## src/rtl/mem_access_unit_pkg.sv

```systemverilog
`default_nettype none
// ============================================================================
// Module      : mem_access_unit_pkg
// Description : Shared definitions for the data-memory access unit.
//               It holds the memory op codes, the FSM state type, the
//               default memory depth and a helper that recognises legal
//               op codes.
// Revision    : 1.0 - initial release
// ============================================================================
package mem_access_unit_pkg;

    // Default word-address width of the data memory (1024 words)
    localparam int c_DATA_MEM_DEPTH = 10;

    // Memory op codes; bit 3 distinguishes stores from loads
    localparam logic [3:0] c_LD_B  = 4'h0;
    localparam logic [3:0] c_LD_H  = 4'h1;
    localparam logic [3:0] c_LD_W  = 4'h2;
    localparam logic [3:0] c_LD_BU = 4'h4;
    localparam logic [3:0] c_LD_HU = 4'h5;
    localparam logic [3:0] c_ST_B  = 4'h8;
    localparam logic [3:0] c_ST_H  = 4'h9;
    localparam logic [3:0] c_ST_W  = 4'hA;

    // Access FSM states
    typedef enum logic [1:0] {
        S_IDLE   = 2'd0,
        S_ACCESS = 2'd1,
        S_MERGE  = 2'd2,
        S_RESP   = 2'd3
    } state_t;

    // True for the eight op codes the unit implements
    function automatic logic op_is_defined(input logic [3:0] op);
        case (op)
            c_LD_B, c_LD_H, c_LD_W, c_LD_BU, c_LD_HU,
            c_ST_B, c_ST_H, c_ST_W: op_is_defined = 1'b1;
            default:                op_is_defined = 1'b0;
        endcase
    endfunction

endpackage : mem_access_unit_pkg
`default_nettype wire

```

## src/rtl/mem_lane_align.sv

```systemverilog
`default_nettype none
// ============================================================================
// Module      : mem_lane_align
// Description : Combinational lane handling for sub-word accesses.
//               Load path : picks the addressed byte/halfword from a memory
//                           word and sign- or zero-extends it.
//               Store path: replaces the addressed lane of a previously read
//                           word with the low bits of the store data; for
//                           st.w the store data passes through unchanged.
// Ports       : i_op          memory op code
//               i_byte_off    byte offset within the word (addr[1:0])
//               i_load_word   word read from memory for loads
//               i_merge_word  word read earlier for read-merge-write
//               i_wdata       right-aligned store data
//               o_load_data   extended load result
//               o_merge_data  word to write back to memory
// Revision    : 1.0 - initial release
// ============================================================================
module mem_lane_align
    import mem_access_unit_pkg::*;
(
    input  logic [3:0]  i_op,
    input  logic [1:0]  i_byte_off,
    input  logic [31:0] i_load_word,
    input  logic [31:0] i_merge_word,
    input  logic [31:0] i_wdata,
    output logic [31:0] o_load_data,
    output logic [31:0] o_merge_data
);

    logic [7:0]  w_byte;
    logic [15:0] w_half;

    // Lane selection for loads
    always_comb begin
        w_byte = 8'h00;
        case (i_byte_off)
            2'd0:    w_byte = i_load_word[7:0];
            2'd1:    w_byte = i_load_word[15:8];
            2'd2:    w_byte = i_load_word[23:16];
            default: w_byte = i_load_word[31:24];
        endcase
        w_half = i_byte_off[1] ? i_load_word[31:16] : i_load_word[15:0];
    end

    // Extension for loads
    always_comb begin
        o_load_data = i_load_word;
        case (i_op)
            c_LD_B:  o_load_data = {{24{w_byte[7]}}, w_byte};
            c_LD_BU: o_load_data = {24'h000000, w_byte};
            c_LD_H:  o_load_data = {{16{w_half[15]}}, w_half};
            c_LD_HU: o_load_data = {16'h0000, w_half};
            default: o_load_data = i_load_word;
        endcase
    end

    // Lane replacement for stores
    always_comb begin
        o_merge_data = i_wdata;
        case (i_op)
            c_ST_B: begin
                o_merge_data = i_merge_word;
                case (i_byte_off)
                    2'd0:    o_merge_data[7:0]   = i_wdata[7:0];
                    2'd1:    o_merge_data[15:8]  = i_wdata[7:0];
                    2'd2:    o_merge_data[23:16] = i_wdata[7:0];
                    default: o_merge_data[31:24] = i_wdata[7:0];
                endcase
            end
            c_ST_H: begin
                o_merge_data = i_merge_word;
                if (i_byte_off[1]) begin
                    o_merge_data[31:16] = i_wdata[15:0];
                end else begin
                    o_merge_data[15:0]  = i_wdata[15:0];
                end
            end
            default: o_merge_data = i_wdata;
        endcase
    end

endmodule : mem_lane_align
`default_nettype wire

```

## src/rtl/mem_access_unit.sv

```systemverilog
`default_nettype none
// ============================================================================
// Module      : mem_access_unit
// Description : Initiator-side data-memory port. Accepts one load/store at a
//               time over valid/ready, drives a single-port word memory and
//               returns one response per request. Sub-word stores use a
//               read-merge-write sequence (ACCESS reads, MERGE writes).
// Ports       : clk, rst                 clock, synchronous active-high reset
//               req_valid/req_ready      request handshake
//               req_op/addr/wdata        request contents
//               resp_valid/resp_ready    response handshake
//               resp_data/resp_err       response contents
//               mem_a/mem_d/mem_we       memory address, write data, enable
//               mem_spo                  combinational memory read data
// Revision    : 1.0 - initial release
// ============================================================================
module mem_access_unit
    import mem_access_unit_pkg::*;
#(
    parameter int DEPTH = c_DATA_MEM_DEPTH
) (
    input  logic             clk,
    input  logic             rst,
    input  logic             req_valid,
    output logic             req_ready,
    input  logic [3:0]       req_op,
    input  logic [31:0]      req_addr,
    input  logic [31:0]      req_wdata,
    output logic             resp_valid,
    input  logic             resp_ready,
    output logic [31:0]      resp_data,
    output logic             resp_err,
    output logic [DEPTH-1:0] mem_a,
    output logic [31:0]      mem_d,
    output logic             mem_we,
    input  logic [31:0]      mem_spo
);

    state_t             r_state;
    state_t             w_next_state;
    logic [3:0]         r_op;
    logic [DEPTH+1:0]   r_addr;
    logic [31:0]        r_wdata;
    logic [31:0]        r_merge_buf;
    logic [31:0]        r_resp_data;
    logic               r_resp_err;

    logic               w_accept;
    logic               w_misaligned;
    logic               w_out_of_range;
    logic               w_req_err;
    logic               w_mem_we;
    logic [31:0]        w_load_data;
    logic [31:0]        w_merge_data;

    assign req_ready  = (r_state == S_IDLE) & ~rst;
    assign w_accept   = req_valid & req_ready;
    assign resp_valid = (r_state == S_RESP);
    assign resp_data  = r_resp_data;
    assign resp_err   = r_resp_err;

    // Request checking, evaluated on the incoming request
    always_comb begin
        w_misaligned = 1'b0;
        case (req_op)
            c_LD_H, c_LD_HU, c_ST_H: w_misaligned = req_addr[0];
            c_LD_W, c_ST_W:          w_misaligned = |req_addr[1:0];
            default:                 w_misaligned = 1'b0;
        endcase
    end

    assign w_out_of_range = |req_addr[31:DEPTH+2];
    assign w_req_err      = w_misaligned | w_out_of_range | ~op_is_defined(req_op);

    mem_lane_align u_lane_align (
        .i_op         (r_op),
        .i_byte_off   (r_addr[1:0]),
        .i_load_word  (mem_spo),
        .i_merge_word (r_merge_buf),
        .i_wdata      (r_wdata),
        .o_load_data  (w_load_data),
        .o_merge_data (w_merge_data)
    );

    // FSM state register
    always_ff @(posedge clk) begin
        if (rst) begin
            r_state <= S_IDLE;
        end else begin
            r_state <= w_next_state;
        end
    end

    // FSM next state and write enable
    always_comb begin
        w_next_state = r_state;
        w_mem_we     = 1'b0;
        case (r_state)
            S_IDLE: begin
                if (w_accept) begin
                    w_next_state = w_req_err ? S_RESP : S_ACCESS;
                end
            end
            S_ACCESS: begin
                if (!r_op[3] || (r_op == c_ST_W)) begin
                    w_mem_we     = r_op[3];
                    w_next_state = S_RESP;
                end else begin
                    w_next_state = S_MERGE;
                end
            end
            S_MERGE: begin
                w_mem_we     = 1'b1;
                w_next_state = S_RESP;
            end
            S_RESP: begin
                if (resp_ready) begin
                    w_next_state = S_IDLE;
                end
            end
            default: w_next_state = S_IDLE;
        endcase
    end

    // Request latch and response/merge datapath
    always_ff @(posedge clk) begin
        if (rst) begin
            r_op        <= 4'h0;
            r_addr      <= '0;
            r_wdata     <= 32'h0;
            r_merge_buf <= 32'h0;
            r_resp_data <= 32'h0;
            r_resp_err  <= 1'b0;
        end else begin
            if (w_accept) begin
                r_op        <= req_op;
                r_addr      <= req_addr[DEPTH+1:0];
                r_wdata     <= req_wdata;
                r_resp_data <= 32'h0;
                r_resp_err  <= w_req_err;
            end
            if (r_state == S_ACCESS) begin
                if (!r_op[3]) begin
                    r_resp_data <= w_load_data;
                end else if (r_op != c_ST_W) begin
                    r_merge_buf <= mem_spo;
                end
            end
        end
    end

    // Memory port: only driven while an access is in flight; the write
    // enable is cut by reset so no write escapes in the reset cycle.
    always_comb begin
        mem_a = '0;
        mem_d = 32'h0;
        if ((r_state == S_ACCESS) || (r_state == S_MERGE)) begin
            mem_a = r_addr[DEPTH+1:2];
            mem_d = w_merge_data;
        end
    end

    assign mem_we = w_mem_we & ~rst;

endmodule : mem_access_unit
`default_nettype wire

```

## config.mk

```make
export PLATFORM = sky130hd
export DESIGN_NAME = mem_access_unit
export DESIGN_NICKNAME = d
export VERILOG_FILES = /design/src/rtl/mem_access_unit_pkg.sv /design/src/rtl/mem_lane_align.sv /design/src/rtl/mem_access_unit.sv
export SDC_FILE = /design/constraint.sdc
export NUM_CORES = 1
export LEC_CHECK = 0
export ABC_CLOCK_PERIOD_IN_PS = 4500
export BUFFER_PORTS_ARGS = -buffer_cell sky130_fd_sc_hd__buf_4
export CORE_MARGIN = 3
export CORE_UTILIZATION = 30
export CTS_CLUSTER_SIZE = 24
export DETAILED_ROUTE_END_ITERATION = 12
export PLACE_DENSITY = 0.61
export SLEW_MARGIN = 5
export SYNTH_ARGS = -nofsm -noshare
export SYNTH_HDL_FRONTEND = slang
export SYNTH_SLANG_ARGS = --single-unit
```

## constraint.sdc

```tcl
create_clock -name clk -period 4.5 [get_ports clk]
set_input_delay 0.9 -clock clk [delete_from_list [all_inputs] [get_ports clk]]
set_output_delay 0.9 -clock clk [all_outputs]
set_load 0.01 [all_outputs]
```

# Word level (Yosys, flattened, before mapping)
# Memory sizes are Yosys's and may differ from the RTL's.
# Index checks and enable logic that the tools add are counted.
[totals] register_bits=115 mem_bits_ro=16 out_inout_bits=78 wordCells=70 memories=1
[op_classes] n_eq_ne=19 muxes=23 n_bitwise=7 reduce_logical=13
[mem_list] memory="(no name shown)" words=16 word_bits=1 rd=1 rd_clocked_by_memory_dff=0 wr=0 line="mem_access_unit_pkg.sv:35" text="case (op)"
[ops] op="$mux W32" n=4
[ops] op="$pmux W32 S4" n=1
[ops] op="$pmux W32 S2" n=1
[ops] op="$mux W16" n=3
[ops] op="$mux W8" n=4
[ops] op="$pmux W8 S3" n=1
[ops] op="$eq A4 B4 Y1 const B" n=5
[ops] op="$reduce_or A20 Y1" n=1
[ops] op="$eq A4 B3 Y1 const B" n=3
[ops] op="$mux W10" n=1
[ops] op="$eq A4 B1 Y1 const B" n=2
[ops] op="$pmux W2 S4" n=1
[ops] op="$eq A2 B2 Y1 const B" n=3
[ops] op="$mux W2" n=3
[ops] op="$reduce_or A3 Y1" n=2
[ops] op="$eq A2 B1 Y1 const B" n=2
[ops] op="$eq A4 B2 Y1 const B" n=1
[ops] op="$logic_not A2 Y1" n=2
[ops] op="$logic_not A4 Y1" n=1
[ops] op="$ne A4 B4 Y1 const B" n=1
[ops] op="$pmux W1 S2" n=2
[ops] op="$reduce_or A2 Y1" n=2
[ops] op="$and A1 B1 Y1" n=3
[ops] op="$reduce_and A3 Y1" n=1
[ops] op="8 further kinds" n=12

# Logic depth before layout (Yosys ltp)
# Gate-level depths: netlist (run 1).
[logic_depth] ltp_word=8 depth_mapped=8

# Cells and area by module
# Synthesis (run 1) repeated with hierarchy kept, for this count alone.
[hier_totals] cells_unflattened=804 hier_area_um2=6381.1
[modules_own_cells] module="mem_access_unit" instances=1 cells_each=582 area_per_inst_um2=4688.2 seq_area_each_um2=2302.2
[modules_own_cells] module="mem_lane_align" instances=1 cells_each=222 area_per_inst_um2=1692.9 seq_area_each_um2=0.0

# Least setup slack after synthesis (run 1)
# Ideal clock, no wire load.
[synth_path] path_kind="reg-to-output" startpoint="reg r_state[0]" endpoint="out mem_d[23]" arrival_ns=1.793 t_required_ns=3.600 path_slack_ns=1.807 path_stages_with_launch=8 path_cell_list="dfxtp_1 > inv_1 > ha_1 > clkbuf_1 > inv_1 > clkbuf_1 > clkbuf_1 > a211oi_1"
[synth_via] elab_chain_len=3 word_cells_on_any_way=4 classes_between="eq/ne: 2; mux: 1; reduce/logical: 1"
[synth_rtl] item="start, declared" line="mem_access_unit.sv:39" text="state_t r_state;"
[synth_rtl] item="start signal, assigned" line="mem_access_unit.sv:90" text="r_state <= w_next_state;"
[synth_rtl] item="$eq A2 B1 Y1 or $eq A2 B2 Y1 (tied branches)" line="mem_access_unit.sv:157" text="if ((r_state == S_ACCESS) || (r_state == S_MERGE)) begin"
[synth_rtl] item="$logic_or A1 B1 Y1 (*)" line="mem_access_unit.sv:157"
[synth_rtl] item="$mux W32 (*)" line="mem_access_unit.sv:157"
[synth_rtl] item="end, declared" line="mem_access_unit.sv:34" text="output logic [31:0] mem_d,"
# Mark *: on every way between the ends. The rest lies on a longest branch, timed or not.

# Worst setup path after layout (run 1)
[layout_path] startpoint="reg r_state[1]" endpoint="out mem_d[15]"
# Same word-level chain as after synthesis.

==> metrics.log, run 1 <==
[metrics] status: completed
[metrics] standard-cell rows: 50
[metrics] Final Setup Violations: 0
[metrics] Chip Width: 144.8 um
[metrics] startpoint of the lowest-slack register-to-register path: r_addr[1]$_SDFFE_PP0P_
[metrics] clock tree from TritonCTS: done
[metrics] post-route DRC violation count: 0
[metrics] largest net degree at the start of global routing: 71
[metrics] biggest fanout along the worst timing path: 19
[metrics] layout cells sized above 1: 0.2686
[metrics] worst-skew pair later-pin latency: 0.41 ns
[metrics] Primary FF master, synth: dfxtp_1
[metrics] register-to-register setup slack: 1.73 ns
[metrics] antenna diode count: 0
[metrics] CTS sink cnt: 115
[metrics] worst slew pin tran: 1.211 ns
[metrics] fin worst setup slack: 0.9487 ns
[metrics] number of global-route vias before repair: 5,608
[metrics] number of fill cells: 1,946
[metrics] GR Overflow Total: 0
[metrics] routed length per placed instance: 18.24 um
[metrics] Gate power share: 0.351
[metrics] endpoint kind of the worst setup timing path: output pin
[metrics] initial cell density of the core: 0.3068
[metrics] first-pass GRT wire length: 32,330 um
[metrics] Layout Cells excl Fill: 1,161
[metrics] basic-gate share of the synthesized area counting and, or, nand and nor cells: 0.2754
[metrics] number of hold buffers added after cts: 0
[metrics] fin crit period: 3.551 ns
[metrics] post-DP HPWL: 15,570 um
[metrics] Max Clk Rate: 0.2816 GHz
[metrics] # port buffers: 181
[metrics] antenna violations before repair: 0
[metrics] YS warnings: 0
[metrics] Placer Congestion: 0.9567
[metrics] worst reg2reg path depth: 5
[metrics] Top Ports: 182
[metrics] Leak Pwr: 3.424 nW
[metrics] Synth cell types: 51
[metrics] P_sw: 1.568 mW
[metrics] final setup TNS: 0 ns
[metrics] die height: 144.8 um
[metrics] worst hold slack: 0.4518 ns
[metrics] Final Max Tran Viols: 0
[metrics] setup repair after global routing missed its margin: false
[metrics] layout-stage area growth over the synthesis result: 37.20%
[metrics] critical path start-end classification: reg -> out
[metrics] share of total power consumed by net switching: 0.3566
[metrics] headroom to the max-slew limit: 0.1907
[metrics] count of vias placed by the detailed router: 5,885
[metrics] routed wire length: 21,180 um
[metrics] main combinational cell family by area after synthesis: simple AND/OR/NAND/NOR gates
[metrics] ANT nets after route: 0
[metrics] Core Footprint: 18,830 sq um
[metrics] TritonCTS buffer count: 17
[metrics] clock network fraction of total power: 0.330
[metrics] async set-reset flop share out of synthesis: 0
[metrics] number of enable-type register cells in the synthesized netlist: 0
[metrics] cell at the root of the clock tree: clkbuf_16
[metrics] number of placed cells counting well taps: 1,129
[metrics] number of synthesized register bits: 115
[metrics] peak supply drop: 0.3381 mV
[metrics] Die Footprint: 20,960 sq um
[metrics] number of resized instances in the post-cts repair step: 0
[metrics] detail-routed via count per cell: 5.069
[metrics] beginning of the critical path: r_state[1]$_SDFFE_PP0P_
[metrics] max_cap viols: 0
[metrics] share of power burned in registers: 0.319
[metrics] fin nets: 997
[metrics] data arrival time of the critical path: 2.65 ns
[metrics] startpoint types: flip-flop
[metrics] Worst setup endpoint: mem_d[15]
[metrics] number of nets produced by synthesis: 846
[metrics] XOR/XNOR share of the synthesized area: 0
[metrics] overall global routing resource usage: 0.2026
[metrics] period utilisation layout: 0.7892
[metrics] pre-CTS worst setup slack: 1.384 ns
[metrics] worst r2r dst: resp_data[16]$_SDFF_PP0_
[metrics] fraction of the mapped netlist area in adder cells: 0.01083
[metrics] # H-tree levels: 4
[metrics] post-route clock skew: 0.008107 ns
[metrics] sequential element share of the synthesized area: 0.3984
[metrics] power density relative to cell area: 554.7 nW/um^2
[metrics] length of the first detailed-routing pass in iterations: 8
[metrics] Mapped Avg Cell Area: 7.840 sq um
[metrics] mux cell area share after synthesis: 0.04547
[metrics] # Post-CTS Setup Buffers: 0
[metrics] clock slew seen by the registers of the worst setup and hold paths: 0.06 ns
[metrics] First DRT Iteration DRCs: 483
[metrics] number of instances in the synthesized netlist: 737
[metrics] kind of path behind the tightest hold check: reg -> reg
[metrics] maximum root-to-sink buffer count: 2
[metrics] Worst EP required: 3.60 ns
[metrics] netlist area before placement: 5778 sq um
[metrics] number of failing hold endpoints at the final stage: 0
[metrics] Internal Pwr Total: 2.829 mW
[metrics] compound-gate portion of the synthesized area: 0.2172
==> cell type report <==
type / instances / area (sq um) / share of cell area
multi-input combinational: 549 / 3182 / 0.4014
inverter: 16 / 60.06 / 0.007576
clock inverter: 8 / 147.6 / 0.01862
clock buffer: 24 / 491.7 / 0.06203
timing repair buffer: 189 / 1419 / 0.1790
tap: 260 / 325.3 / 0.04104
sequential: 115 / 2302 / 0.2904
==> cell usage in the layout, fill, tap and decap left out, types with 3 or more instances in the layout <==
master / netlist / final
clkbuf_8: 0 / 4
o21ai_1: 5 / 5
nand2b_1: 5 / 5
o31ai_1: 3 / 3
and2_1: 11 / 11
clkbuf_1: 42 / 3
nor3_1: 3 / 3
o21ai_0: 32 / 32
bufinv_16: 0 / 4
a211oi_2: 10 / 10
o2bb2ai_1: 7 / 7
clkinvlp_4: 0 / 3
a222oi_1: 8 / 8
nor2_1: 24 / 23
nor4_1: 6 / 6
nand3b_1: 46 / 46
a211oi_1: 22 / 22
nand2_1: 201 / 201
mux2i_1: 24 / 24
dfxtp_1: 115 / 115
and3_1: 8 / 8
a21oi_1: 75 / 75
buf_4: 2 / 189
inv_1: 15 / 15
a221oi_1: 14 / 14
clkbuf_16: 0 / 17
ha_1: 5 / 5
nor2b_1: 12 / 11
==> cells by family after synthesis <==
| family | Yosys count |
|---|---|
| buffers and inverters | 73 |
| muxes | 26 |
| AOI/OAI and AO/OA | 189 |
| and+or+nand+nor | 329 |
| adders and majority gates | 5 |
| DFF | 115 |
==> worst max-delay path: stages (launching register included) <==
cell      delay (ns)
dfxtp_1         0.37
inv_1           0.11
ha_1            0.28
buf_4           0.21
inv_1           0.27
nor4_4          0.57
a222oi_1        0.22
inv_1           0.09
buf_4           0.11
==> power groups by stage <==
stage / Combinational, mW / Clock (mW) / Sequential [mW]
finish: 1.54 / 1.45 / 1.40
global route: 1.71 / 1.53 / 1.43
CTS: 1.55 / 1.48 / 1.40
detailed placement: 1.54 / 0 / 1.41
global placement: 1.53 / 0 / 1.42
floorplan: 0.923 / 0 / 1.37
==> registers in the layout, indices dropped and copies added, names as in the netlist <==
register     cells
r_addr          12
r_merge_buf     32
r_op             4
r_state          2
r_wdata         32
resp_data       32
resp_err         1
==> worst min path at each step <==
stage | from | end | cells after the start
3_3_place_gp | r_merge_buf[7]$_SDFFE_PP0P_ | r_merge_buf[7]$_SDFFE_PP0P_ | 2
5_1_grt | r_merge_buf[31]$_SDFFE_PP0P_ | r_merge_buf[31]$_SDFFE_PP0P_ | 2
3_5_place_dp | r_merge_buf[7]$_SDFFE_PP0P_ | r_merge_buf[7]$_SDFFE_PP0P_ | 2
4_1_cts | r_merge_buf[5]$_SDFFE_PP0P_ | r_merge_buf[5]$_SDFFE_PP0P_ | 2
6_report | r_merge_buf[7]$_SDFFE_PP0P_ | r_merge_buf[7]$_SDFFE_PP0P_ | 2
2_1_floorplan | r_merge_buf[0]$_SDFFE_PP0P_ | r_merge_buf[0]$_SDFFE_PP0P_ | 2
==> metrics by stage <==
step,total power [mW],cell area (sq um),utilization
global route,4.669,7928,0.4210
floorplan,2.295,5778,-
detailed placement,2.958,7288,0.3870
global placement,2.950,7288,0.3870
CTS,4.432,7928,0.4210
finish,4.397,7928,0.4210
==> synthesized netlist by cell type (all sizes together) (5+ instances only) <==
master,instances,area share
a222oi,8,0.014
clkbuf,42,0.027
ha,5,0.011
a211oi,32,0.050
o21ai,38,0.034
mux2i,24,0.042
buf,15,0.015
nor4,7,0.010
and2,11,0.012
a21oi,76,0.066
and3,8,0.0087
inv,15,0.0097
nand2,202,0.13
o2bb2ai,7,0.011
a221oi,14,0.021
nand3b,46,0.060
nand2b,5,0.0054
dfxtp,115,0.40
nor2,26,0.018
nor2b,12,0.013
==> layer usage <==
| metal | share of wire | vias up | track usage |
|---|---|---|---|
| met2 | 0.45 | 256 | 0.3078 |
| li1 | - | 2882 | - |
| met1 | 0.46 | 2727 | 0.2840 |
| met5 | 0 | - | 0 |
| met4 | 0.013 | 0 | 0.04860 |
| met3 | 0.080 | 20 | 0.05882 |
Note: power is estimated with default switching activity, not from simulation.
==> inputs of run 2 (changes only) <==
ABC_AREA = 1   (was unset)
ABC_CLOCK_PERIOD_IN_PS = 3200   (was 4500)
PLACE_DENSITY = 0.62   (was 0.61)
clock period = 3.2 ns   (was 4.5 ns; I/O delays follow)
==> run 2 against run 1 <==
Via count up 20%. Power increased by 40%. Core utilization down 0.56 points. Clock power is 35% higher. First-iteration DRC count increased by 6.0%.
==> metrics.log, run 2 <==
[metrics] status: completed
[metrics] headroom to the max-slew limit: 0.5289
[metrics] GR Layer Usage met1: 0.2563
[metrics] number of synthesized register bits: 115
[metrics] netlist area before placement: 6296 sq um
[metrics] YS warnings: 0
[metrics] biggest fanout along the worst timing path: 10
[metrics] global-route met2 utilization: 0.3148
[metrics] # H-tree levels: 4
[metrics] met3 demand-to-capacity share in global routing: 0.04428
[metrics] first-pass GRT wire length: 34,490 um
[metrics] highest cell delay on the worst timing path: 0.32 ns
[metrics] critical path, cell by cell: inv_1 > nand2_2 > nor2_4 > inv_1 > nor2_2 > buf_4 > nand3_1 > a31oi_1 > buf_4
[metrics] area share of the largest cell type after synthesis: 0.3657
[metrics] GR Overflow Total: 0
[metrics] Post-synth top cells: 222 x nand2_1, 139 x o21ai_0, 123 x inv_1
[metrics] cells taking the most area after synthesis: dfxtp_1 37%, nand2_1 13%, o21ai_0 11%
[metrics] cell at the root of the clock tree: clkbuf_16
[metrics] overall global routing resource usage: 0.1944
[metrics] largest net degree at the start of global routing: 68
[metrics] number of nets produced by synthesis: 1,102
[metrics] antenna diode count: 0
[metrics] Placer Congestion: 0.8922
[metrics] endpoint kind of the worst setup timing path: output pin
[metrics] most frequent cells in the layout: 221 x nand2_1, 199 x buf_4, 139 x o21ai_0
[metrics] cell taking the most area after synthesis: dfxtp_1
[metrics] async set-reset flop share out of synthesis: 0
[metrics] post-route clock skew: 0.004180 ns
[metrics] Core Footprint: 20,430 sq um
[metrics] final setup TNS: 0 ns
[metrics] count of vias placed by the detailed router: 7,057
[metrics] peak supply drop: 0.4520 mV
[metrics] worst slew pin tran: 0.7059 ns
[metrics] ANT nets after route: 0
[metrics] critical path start-end classification: reg -> out
[metrics] register area: 2303 sq um
[metrics] number of placed cells counting well taps: 1,403
[metrics] data arrival time of the critical path: 2.28 ns
[metrics] Synth cell types: 31
[metrics] fin crit period: 2.921 ns
[metrics] clock tree from TritonCTS: done
[metrics] antenna violations before repair: 0
[metrics] power density relative to cell area: 727.5 nW/um^2
[metrics] Layout Cells excl Fill: 1,435
[metrics] number of instances in the synthesized netlist: 993
[metrics] Worst EP required: 2.56 ns
[metrics] number of fill cells: 2,234
[metrics] Top Ports: 182
[metrics] TritonCTS buffer count: 17
[metrics] First DRT Iteration DRCs: 512
[metrics] global-route layer with the greatest usage: met2
[metrics] layout cells sized above 1: 0.2180
[metrics] detail-routed via count per cell: 4.918
[metrics] setup repair after global routing missed its margin: false
[metrics] Post-Route Utilization: 0.4154
[metrics] worst hold slack: 0.4060 ns
[metrics] length of the first detailed-routing pass in iterations: 5
[metrics] number of global-route vias before repair: 6,506
[metrics] Primary FF master, synth: dfxtp_1
[metrics] Mapped Avg Cell Area: 6.340 sq um
[metrics] Leak Pwr: 4.076 nW
[metrics] number of enable-type register cells in the synthesized netlist: 0
[metrics] most common cell in the netlist: nand2_1
[metrics] Chip Width: 150.9 um
[metrics] worst-skew pair later-pin latency: 0.42 ns
[metrics] # Post-CTS Setup Buffers: 0
[metrics] standard-cell rows: 52
[metrics] post-route DRC violation count: 0
[metrics] period utilisation layout: 0.9128
[metrics] Final Max Tran Viols: 0
[metrics] post-DP HPWL: 16,880 um
[metrics] fin nets: 1,261
[metrics] clock slew seen by the registers of the worst setup and hold paths: 0.06 ns
[metrics] Die Footprint: 22,760 sq um
[metrics] Max Clk Rate: 0.3423 GHz
[metrics] sequential element share of the synthesized area: 0.3657
[metrics] routed length per placed instance: 15.64 um
[metrics] Final Setup Violations: 0
[metrics] max_cap viols: 0
[metrics] Crit-path slowest cell: dfxtp_1
[metrics] CTS sink cnt: 115
[metrics] kind of path behind the tightest hold check: in -> reg
[metrics] # port buffers: 181
[metrics] routed wire length: 22,440 um
[metrics] area occupied by multi-input gates: 3229 sq um
[metrics] initial cell density of the core: 0.3082
[metrics] most common cell after layout, fill and taps aside: nand2_1
[metrics] maximum root-to-sink buffer count: 2
[metrics] startpoint types: flip-flop
[metrics] number of failing hold endpoints at the final stage: 0
[metrics] layout-stage area growth over the synthesis result: 34.78%
[metrics] die height: 150.9 um
[metrics] overall power: 6.173 mW
[run 2: cell types whose count changed in the layout (fill, tap and decap cells not counted), sizes merged, moves of 27 or more]
| cell | before | now |
|---|---|---|
| nor2 | 26 | 90 |
| nand3b | 46 | 0 |
| o21ai | 38 | 152 |
| a21oi | 76 | 116 |
| a211oi | 32 | 0 |
| inv | 15 | 128 |
| nand3 | 1 | 54 |
| nand2 | 202 | 229 |
[run 2: cells by family after synthesis]
group           synth area share
fa+ha+maj               0.009936
flops                     0.3657
buf+inv                   0.1226
simple gates              0.2486
compound gates            0.2532
[run 2: worst max-delay path, delay by kind of cell, from the launching register on]
kind | cells | cell delay, ns
AND/OR/NAND/NOR | 4 | 0.62
AO/OA/AOI/OAI | 1 | 0.23
buffers and inverters | 4 | 0.68
flip-flops | 1 | 0.32
[run 2: what timing repair did]
| action | in CTS | in global routing |
|---|---|---|
| endpoints found under the setup margin | 0 | 6 |
| hold buffers | 0 | 0 |
| resized for setup | 0 | 1 |
[run 2: final timing paths]
path,from,endpoint,slack (ns),cells past startpoint
max,r_op[2]$_SDFFE_PP0P_,mem_d[8],0.28,9
min,req_addr[9],r_addr[9]$_SDFFE_PP0P_,0.41,3
max reg2reg,r_addr[1]$_SDFFE_PP0P_,resp_data[17]$_SDFF_PP0_,1.25,8
min reg2reg,r_wdata[18]$_SDFFE_PP0P_,r_wdata[18]$_SDFFE_PP0P_,0.45,2
[run 2: metrics by stage]
stage               setup WS [ns]  instance area [sq um]
finish                     0.2789                   8486
global route               0.1093                   8486
CTS                        0.1655                   8484
detailed placement         0.6201                   7879
global placement           0.7168                   7879
floorplan                   1.193                   6296
[run 2: final cells by class]
type                            count  area share
Timing Repair Buffer              200      0.1784
Inverter                          131     0.05839
Sequential cell                   115      0.2715
Clock buffer                       23     0.05633
Tap cell                          270     0.03981
Clock inverter                      9     0.01504
Multi-Input combinational cell    687      0.3806
[run 2: power breakdown]
part	switching, mW	internal (mW)
Combinational	1.43	0.890
Clock	0.677	1.28
Sequential	0.195	1.70
Total	2.30	3.87
[run 2: routing by layer]
| layer | up-vias | wire (um) |
|---|---|---|
| met3 | 33 | 1756 |
| met4 | 0 | 416 |
| met1 | 3208 | 9820 |
| met5 | - | 0 |
| met2 | 267 | 10450 |
| li1 | 3549 | - |
